## src/rtl/seg_pkg.sv

```systemverilog
// Shared types and constants for the multiplexed 7-segment scanner:
// scan states, blank code, segment bit order and the BCD glyph table.
package seg_pkg;

    typedef enum logic [1:0] {
        ST_IDLE  = 2'd0,
        ST_SCAN  = 2'd1,
        ST_BLANK = 2'd2
    } scan_state_t;

    localparam logic [3:0] BLANK_CODE = 4'hF;

    // Segment bit positions within the 7-bit pattern (a is the MSB).
    localparam int SEG_A = 6;
    localparam int SEG_B = 5;
    localparam int SEG_C = 4;
    localparam int SEG_D = 3;
    localparam int SEG_E = 2;
    localparam int SEG_F = 1;
    localparam int SEG_G = 0;

    // Entry n is the glyph for BCD digit n, pattern order a..g.
    localparam logic [9:0][6:0] GLYPH_TABLE = {
        7'b1111011,  // 9
        7'b1111111,  // 8
        7'b1110000,  // 7
        7'b1011111,  // 6
        7'b1011011,  // 5
        7'b0110011,  // 4
        7'b1111001,  // 3
        7'b1101101,  // 2
        7'b0110000,  // 1
        7'b1111110   // 0
    };

    function automatic logic [6:0] glyph(input logic [3:0] code);
        logic [6:0] pattern;
        pattern = 7'b0000000;
        if (code <= 4'd9) begin
            pattern = GLYPH_TABLE[code];
        end
        return pattern;
    endfunction

endpackage

```

## src/rtl/seg_decode.sv

```systemverilog
// Purely combinational BCD-to-7-segment decoder; codes 10-15 (including
// the blank code) turn every segment off.
module seg_decode
    import seg_pkg::*;
(
    input  logic [3:0] i_code,
    output logic [6:0] o_seg
);

    assign o_seg = glyph(i_code);

endmodule

```

## src/rtl/seg_scan_ctrl.sv

```systemverilog
// Multiplexed 7-segment scan controller with a frame-synchronous shadow
// register. Optional leading-zero suppression: define SEG_SCAN_LZ_BLANK_EN.
module seg_scan_ctrl
    import seg_pkg::*;
#(
    parameter int NUM_DIGITS   = 6,
    parameter int ON_CYCLES    = 40000,
    parameter int BLANK_CYCLES = 2000
) (
    input  logic                      clk,
    input  logic                      rst,
    input  logic                      en,
    input  logic                      upd_valid,
    input  logic [4*NUM_DIGITS-1:0]   upd_data,
    output logic                      upd_ready,
    output logic [NUM_DIGITS-1:0]     dig_en,
    output logic [6:0]                seg,
    output logic                      frame_done
);

    localparam int CNT_MAX = (ON_CYCLES > BLANK_CYCLES) ? ON_CYCLES : BLANK_CYCLES;
    localparam int CNT_W   = (CNT_MAX > 1) ? $clog2(CNT_MAX) : 1;
    localparam int IDX_W   = $clog2(NUM_DIGITS);

    localparam logic [IDX_W-1:0]      LAST_IDX = IDX_W'(NUM_DIGITS - 1);
    localparam logic [CNT_W-1:0]      ON_LAST  = CNT_W'(ON_CYCLES - 1);
    localparam logic [CNT_W-1:0]      BL_LAST  = CNT_W'(BLANK_CYCLES - 1);
    localparam logic [NUM_DIGITS-1:0] DIG_ONE  = NUM_DIGITS'(1);

    scan_state_t             r_state;
    logic [IDX_W-1:0]        r_idx;
    logic [CNT_W-1:0]        r_cnt;
    logic [NUM_DIGITS-1:0]   r_dig_en;
    logic [3:0]              r_code;
    logic                    r_frame_done;
    logic [4*NUM_DIGITS-1:0] r_shadow;

    scan_state_t             w_state_next;
    logic [IDX_W-1:0]        w_idx_next;
    logic [CNT_W-1:0]        w_cnt_next;
    logic [NUM_DIGITS-1:0]   w_dig_en_next;
    logic [3:0]              w_code_next;
    logic                    w_frame_done_next;
    logic                    w_accept;
    logic [4*NUM_DIGITS-1:0] w_shadow_next;
    logic [3:0]              w_digit     [NUM_DIGITS];
    logic [3:0]              w_disp_code [NUM_DIGITS];

    assign upd_ready  = (r_state == ST_IDLE) ||
                        ((r_state == ST_BLANK) && (r_idx == LAST_IDX));
    assign w_accept   = upd_valid && upd_ready;

    // Digit codes come from the value the shadow holds after this edge, so a
    // frame that starts on the accepting edge already shows the new contents.
    assign w_shadow_next = w_accept ? upd_data : r_shadow;

    genvar gi;
    generate
        for (gi = 0; gi < NUM_DIGITS; gi++) begin : g_digit
            assign w_digit[gi] = w_shadow_next[gi*4 +: 4];
        end
    endgenerate

`ifdef SEG_SCAN_LZ_BLANK_EN
    // Walk from the leftmost digit down; a digit is suppressed while it and
    // everything to its left is zero. Digit 0 always shows.
    always_comb begin
        logic zero_run;
        zero_run = 1'b1;
        for (int i = NUM_DIGITS - 1; i >= 0; i--) begin
            zero_run = zero_run && (w_digit[i] == 4'd0);
            w_disp_code[i] = (i != 0 && zero_run) ? BLANK_CODE : w_digit[i];
        end
    end
`else
    generate
        for (gi = 0; gi < NUM_DIGITS; gi++) begin : g_literal
            assign w_disp_code[gi] = w_digit[gi];
        end
    endgenerate
`endif

    always_comb begin
        w_state_next      = r_state;
        w_idx_next        = r_idx;
        w_cnt_next        = r_cnt;
        w_dig_en_next     = r_dig_en;
        w_code_next       = r_code;
        w_frame_done_next = 1'b0;

        if (!en) begin
            w_state_next  = ST_IDLE;
            w_idx_next    = '0;
            w_cnt_next    = '0;
            w_dig_en_next = '0;
            w_code_next   = BLANK_CODE;
        end else begin
            case (r_state)
                ST_IDLE: begin
                    w_state_next  = ST_SCAN;
                    w_idx_next    = '0;
                    w_cnt_next    = '0;
                    w_dig_en_next = DIG_ONE;
                    w_code_next   = w_disp_code[0];
                end
                ST_SCAN: begin
                    if (r_cnt == ON_LAST) begin
                        w_state_next  = ST_BLANK;
                        w_cnt_next    = '0;
                        w_dig_en_next = '0;
                        w_code_next   = BLANK_CODE;
                    end else begin
                        w_cnt_next = r_cnt + 1'b1;
                    end
                end
                ST_BLANK: begin
                    if (r_cnt == BL_LAST) begin
                        w_state_next = ST_SCAN;
                        w_cnt_next   = '0;
                        if (r_idx == LAST_IDX) begin
                            w_idx_next        = '0;
                            w_frame_done_next = 1'b1;
                        end else begin
                            w_idx_next = r_idx + 1'b1;
                        end
                        w_dig_en_next = DIG_ONE << w_idx_next;
                        w_code_next   = w_disp_code[w_idx_next];
                    end else begin
                        w_cnt_next = r_cnt + 1'b1;
                    end
                end
                default: begin
                    w_state_next  = ST_IDLE;
                    w_idx_next    = '0;
                    w_cnt_next    = '0;
                    w_dig_en_next = '0;
                    w_code_next   = BLANK_CODE;
                end
            endcase
        end
    end

    always_ff @(posedge clk or posedge rst) begin
        if (rst) begin
            r_state      <= ST_IDLE;
            r_idx        <= '0;
            r_cnt        <= '0;
            r_dig_en     <= '0;
            r_code       <= BLANK_CODE;
            r_frame_done <= 1'b0;
            r_shadow     <= '0;
        end else begin
            r_state      <= w_state_next;
            r_idx        <= w_idx_next;
            r_cnt        <= w_cnt_next;
            r_dig_en     <= w_dig_en_next;
            r_code       <= w_code_next;
            r_frame_done <= w_frame_done_next;
            r_shadow     <= w_shadow_next;
        end
    end

    assign dig_en     = r_dig_en;
    assign frame_done = r_frame_done;

    seg_decode u_decode (
        .i_code (r_code),
        .o_seg  (seg)
    );

endmodule

```

## config.mk

```make
export PLATFORM = sky130hd
export DESIGN_NAME = seg_scan_ctrl
export DESIGN_NICKNAME = d
export VERILOG_FILES = /design/src/rtl/seg_pkg.sv /design/src/rtl/seg_decode.sv /design/src/rtl/seg_scan_ctrl.sv
export SDC_FILE = /design/constraint.sdc
export NUM_CORES = 1
export LEC_CHECK = 0
export CAP_MARGIN = 40
export CORE_MARGIN = 2
export CORE_UTILIZATION = 50
export DETAILED_ROUTE_END_ITERATION = 16
export PLACE_DENSITY = 0.83
export RECOVER_POWER = 100
export SETUP_SLACK_MARGIN = 0.2
export SYNTH_ARGS = -nofsm -noshare
export SYNTH_HDL_FRONTEND = slang
export SYNTH_SLANG_ARGS = --single-unit
```

## constraint.sdc

```tcl
create_clock -name clk -period 2.5 [get_ports clk]
set_clock_uncertainty 0.1 [all_clocks]
set_input_delay 0.5 -clock clk [delete_from_list [all_inputs] [get_ports clk]]
set_output_delay 0.5 -clock clk [all_outputs]
set_load 0.02 [all_outputs]
```

==> results of run 1 <==
## power groups by stage
| stage | Combinational [mW] | Clock [mW] | Sequential [mW] |
|---|---|---|---|
| final | 0.815 | 0.528 | 1.12 |
| after global placement | 0.689 | 0 | 1.13 |
| after detailed placement | 0.707 | 0 | 1.14 |
| after floorplan | 0.485 | 0 | 1.11 |
| after global routing | 0.881 | 0.576 | 1.14 |
| after CTS | 0.759 | 0.535 | 1.12 |
## metal layers
metal / track usage / up-vias / wire [um]
li1: - / 1293 / -
met1: 0.303 / 1332 / 3380
met2: 0.367 / 151 / 3680
met3: 0.0354 / 22 / 564
met4: 0.0616 / 0 / 204
met5: 0 / - / 0
## worst paths after layout
path	to	slack, ps	startpoint	cells past startpoint
worst max register to register	r_cnt[5]	120	r_cnt[8]	6
worst max-delay path	r_cnt[5]	120	r_cnt[8]	6
max in group asynchronous	r_shadow[9]	510	rst	3
worst min-delay path	r_cnt[0]	400	r_cnt[0]	1
worst min register to register	r_cnt[0]	400	r_cnt[0]	1
min in group asynchronous	dig_en[5]	630	rst	2
## flip-flops by register name, summed over array words and instances, names as in the netlist
register and cells:
frame_done 1, r_shadow 24, r_cnt 16, r_idx 3, r_code 4, r_state 2, dig_en 6
## what timing repair did
item                       CTS  global route
gates resized for setup     43            23
buffers inserted            13             7
setup endpoints to repair   28            31
pin swaps                    9            11
## stage by stage
stage	cell area (sq um)	cells	hold WS, ps	setup WS, ps
6_report	4060	468	402	117
5_1_grt	4060	468	422	68.9
4_1_cts	4010	461	401	120
3_5_place_dp	3790	440	376	-20.1
3_3_place_gp	3790	440	380	12.9
2_1_floorplan	3220	317	350	206
## synthesized netlist by cell type (all sizes together), types with 8 or more instances
master and count:
a21oi 14, mux2 25, nor3 8, ha 10, nand2 27, clkbuf 8, nor2 28, inv 13
nand3 13, xor2 8, o21ai 13, dfrtp 52
## layout make-up
| type | count | area share |
|---|---|---|
| multi-input cells | 233 | 0.429 |
| flip-flops and latches | 56 | 0.347 |
| repair buffers | 81 | 0.165 |
| well taps | 77 | 0.0238 |
| clock buffers | 6 | 0.0204 |
| inverters | 13 | 0.0120 |
| clock inverters | 2 | 0.00370 |
## kinds of logic after synthesis
group	count (synthesis)
muxes	31
adders and majority gates	10
DFF	56
AOI/OAI and AO/OA	69
buffers and inverters	28
and+or+nand+nor	109
xor gates and xnor gates	14
==> impl_metrics.tcl, run 1 <==
set metrics [dict create \
    setup_tns_ps 0 \
    routed_wl_um 7830 \
    finalPower_mw 2.47 \
    fmax_mhz 420 \
    synth_area_sq_um 3220 \
    fillCellCount 483 \
    wl_per_cell_um 16.7 \
    grt_pass1_wl_um 12800 \
    synth-compound-area-share 0.160 \
    synth_area_leader_cell "dfrtp_1" \
    grt_pass1_vias 2681 \
    rows 29 \
    seq_area_sq_um 1410 \
    utilization 0.646 \
    synthTopCellsByArea "dfrtp_1, mux2_2, ha_1" \
    syn_to_final_growth_pct 26.0 \
    portBuffers 42 \
    ys.flop_type "dfrtp_1" \
    final_common_cell "dfrtp_1" \
    initial_utilization 0.513 \
    final_cell_mix "dfrtp_1, buf_4, nor2_1" \
    globalplace.congestion 0.931 \
    clockPowerShare 0.214 \
    cts.htree.levels 2 \
    cts_tree "yes" \
    internal_power_mw 1.68 \
    maxCapViolations 0 \
    antenna_found_initial 0 \
    worst_pin_slew_ps 807 \
    crit_type "register to register" \
    die_area_sq_um 7100 \
    grt_max_degree 25 \
    finalCriticalPeriod_ps 2380 \
    syn_inst 317 \
    cts-buffers-inserted 5 \
    multi_input_area_sq_um 1740 \
    clk_path_buf_depth 2 \
    yosys.area_share.adder 0.0389 \
    maxSlewViolCount 0 \
    drc 0 \
    hold_path.class "register to register" \
    status "finished clean" \
    setup_viol 0 \
    p_comb_frac 0.330 \
    ys_seq_elements 56 \
    ctsHoldBuffers 0 \
    ctsRootBufferMaster "clkbuf_8" \
    path_cells "or4b_4, o41ai_2, a21oi_4, nand2_1, buf_4, nor2_1" \
    avgSynthCellArea_sq_um 10.2 \
    synth_edf_count 0 \
    die_h_um 84.2 \
    critPathBufInv 1 \
    rsz0062_at_grt "true" \
    switching_share 0.320 \
    nets 428 \
    clock_latency_ps 320 \
    grt_util_all_layers 0.221 \
    cp_data_required_time_ps 2610 \
    antenna_left 0 \
    peakVddDrop_v 0.000357 \
    period_share 0.953 \
    die_width_um 84.2 \
    viasPerCell 5.98 \
    cp_max_fo 15 \
    hold_violations 0 \
    endpoint_kind "register" \
    yosysUniqueCellTypes 64 \
    seq_power_share 0.455 \
    netSwitchingPower_mw 0.790 \
    grt_overflow 0 \
    via_count 2798 \
    drive_above_1_share 0.256 \
    hpwl_um 5410 \
    synth.area.mux_share 0.107 \
    core_sq_um 6280 \
    cpMaxStageDelayCell "o41ai_2" \
    first_pass_iters 7 \
    drt_iter0_markers 407 \
    pin_count 43 \
    synth.top_cell.area_share 0.404 \
    synth_nets 355 \
    antennaDiodeCount 0 \
    crit_arrival_ps 2490 \
    startpoint_type "register" \
    synth-xor-area-share 0.0381 \
    synth_top_family_by_area "simple AND/OR/NAND/NOR gates" \
    p_leak_nw 1.70 \
    cp_top_family "compound AO/OA/AOI/OAI gates" \
    async_reset_ff_frac 1.00 \
    ys_warn_count 0 \
    slowest_delay_ps 590 \
    clk_pin_slew_worst_paths_ps 100 \
    clock_sinks 56 \
    yosysSeqAreaShare 0.437 \
    synth-simple-area-share 0.173 \
    maxSlewHeadroom 0.462 \
    powerDensity_nw_per_um2 608 \
]
Power figures use the tool's default switching activity.
==> inputs of run 2 (changes only) <==
==> constraint.sdc (replaced) <==
create_clock -name clk -period 2.1 [get_ports clk]
set_clock_uncertainty 0.1 [all_clocks]
set_input_delay 0.42 -clock clk [delete_from_list [all_inputs] [get_ports clk]]
set_output_delay 0.42 -clock clk [all_outputs]
set_load 0.02 [all_outputs]
==> run 2 against run 1 <==
  * The flow now finishes with violations (setup timing)
  * Power rose by 32%
  * Core utilization up 11 points
  * Design area rose by 16%
  * Clock power grew 14%
  * Global-route usage increased by 4.3 points
  * Setup slack worse by 320 ps
  * Combinational power up 61%
  * Sequential share of layout area fell by 4.9 points
  * Worst hold slack better by 5.5 ps
  * Critical endpoint is now r_code[3]
  * Largest cell class unchanged
  * Largest power group unchanged
==> impl_metrics.tcl, run 2 (synthesized netlist as in run 1, its figures left out) <==
set metrics [dict create \
    clock_sinks 56 \
    fin_ws_ps -201 \
    antenna_found_initial 0 \
    period_share 1.10 \
    cp-startpoint "r_state[0]" \
    status "finished with violations" \
    crit_arrival_ps 2440 \
    final_common_cell "buf_4" \
    rsz0062_at_grt "true" \
    cp-endpoint "r_code[3]" \
    via_count 3124 \
    viasPerCell 6.27 \
    initial_utilization 0.513 \
    drc 0 \
    pre_cts_slack_ps -287 \
    crit_type "register to register" \
    clk_path_buf_depth 2 \
    grt_util_all_layers 0.265 \
    fmax_mhz 435 \
    wl_per_cell_um 20.6 \
    grt_pass1_wl_um 15100 \
    powerDensity_nw_per_um2 691 \
    die_h_um 84.2 \
    cts_tree "yes" \
    nets 458 \
    grt_overflow 0 \
    finalCriticalPeriod_ps 2300 \
    core_sq_um 6280 \
    first_pass_iters 5 \
    clk_pin_slew_worst_paths_ps 100 \
    r2r_setup_slack_ps -200 \
    startpoint_type "register" \
    clock_latency_ps 310 \
    timing.rr.start "r_state[0]" \
    cp_top_family "simple AND/OR/NAND/NOR gates" \
    worstReg2RegEnd "r_code[3]" \
    instances_no_fill 498 \
    violations "setup timing" \
    cts-buffers-inserted 5 \
    ctsRootBufferMaster "clkbuf_8" \
    peakVddDrop_v 0.000438 \
    maxSlewViolCount 0 \
    drive_above_1_share 0.439 \
    worst_pin_slew_ps 1370 \
    largest_reg_flops 24 \
    die_width_um 84.2 \
    antenna_left 0 \
    endpoint_kind "register" \
    ctsHoldBuffers 0 \
    path_depth 9 \
    hold_violations 0 \
    cpMaxStageDelayCell "or4_4" \
    maxCapViolations 0 \
    maxSlewHeadroom 0.0868 \
    path_cells "inv_2, ha_4, and4b_4, o21ai_4, buf_12, mux2_4, o211ai_1, or4_4, a41oi_2" \
    rows 29 \
    die_area_sq_um 7100 \
    grt_max_degree 57 \
    final_cell_mix "buf_4, dfrtp_1, clkdlybuf4s50_1" \
    globalplace.congestion 0.906 \
    reg2reg_depth 9 \
    pin_count 43 \
    syn_to_final_growth_pct 46.7 \
    critPathBufInv 2 \
    dp_cells 473 \
    hold_path.class "register to register" \
    portBuffers 42 \
    cp_data_required_time_ps 2240 \
    antennaDiodeCount 0 \
    finalPower_mw 3.26 \
    cp_max_fo 6 \
    hpwl_um 6100 \
    grt_pass1_vias 3107 \
    cts.htree.levels 2 \
    setup_viol 12 \
    slowest_delay_ps 530 \
    drt_iter0_markers 296 \
    largest-register "r_shadow" \
    routed_wl_um 10200 \
    p_leak_nw 2.02 \
]
## run 2: worst min-delay path by stage
| stage | from | to | slack, ps | cells past startpoint |
|---|---|---|---|---|
| global route | dig_en[5] | dig_en[5] | 430 | 2 |
| global placement | dig_en[5] | dig_en[5] | 380 | 2 |
| finish | dig_en[5] | dig_en[5] | 410 | 2 |
| CTS | rst | r_shadow[12] | 380 | 3 |
| floorplan | r_cnt[0] | r_cnt[0] | 350 | 1 |
| detailed placement | dig_en[5] | dig_en[5] | 360 | 2 |
## run 2: layout make-up
class / instances / area, sq um
clock inverters: 2 / 13.8
multi-input cells: 235 / 2120
clock buffers: 6 / 72.6
well taps: 77 / 96.3
fillers: 369 / 1560
repair buffers: 109 / 965
inverters: 13 / 51.3
flip-flops and latches: 56 / 1410
## run 2: worst register-to-register path, cell delays in order, from the launching register on
cell      delay (ps)
dfrtp_1          420
inv_2            110
ha_4             140
and4b_4          260
o21ai_4           70
buf_12           150
mux2_4           200
o211ai_1          90
or4_4            530
a41oi_2          170
## run 2: repair_timing
item                                    in CTS  in global routing
pin swaps                                   32                 15
gates cloned                                 2                  0
setup buffers                               10                  5
endpoints found under the setup margin      53                 51
gates resized for setup                    101                 48
## run 2: per-stage QoR
stage / hold WS, ps / cell area (sq um) / setup TNS (ps) / util
floorplan: 350 / 3330 / -53.2 / -
global placement: 376 / 4140 / -1850 / 0.659
detailed placement: 361 / 4140 / -2740 / 0.659
CTS: 384 / 4550 / -862 / 0.724
global route: 431 / 4720 / -2270 / 0.752
finish: 407 / 4720 / -1220 / 0.752
## run 2: routing by layer
metal / track usage / part of all wire / vias to the layer above
met1: 0.338 / 0.39 / 1516
li1: - / - / 1359
met3: 0.0541 / 0.074 / 62
met2: 0.447 / 0.48 / 187
met4: 0.0982 / 0.051 / 0
met5: 0 / 0 / -
## run 2: report_power, final
part / internal [mW] / switching, mW / total (mW) / leakage (nW)
clock network: 0.239 / 0.361 / 0.600 / 0.0456
logic: 0.690 / 0.617 / 1.31 / 1.26
registers: 1.24 / 0.112 / 1.35 / 0.709
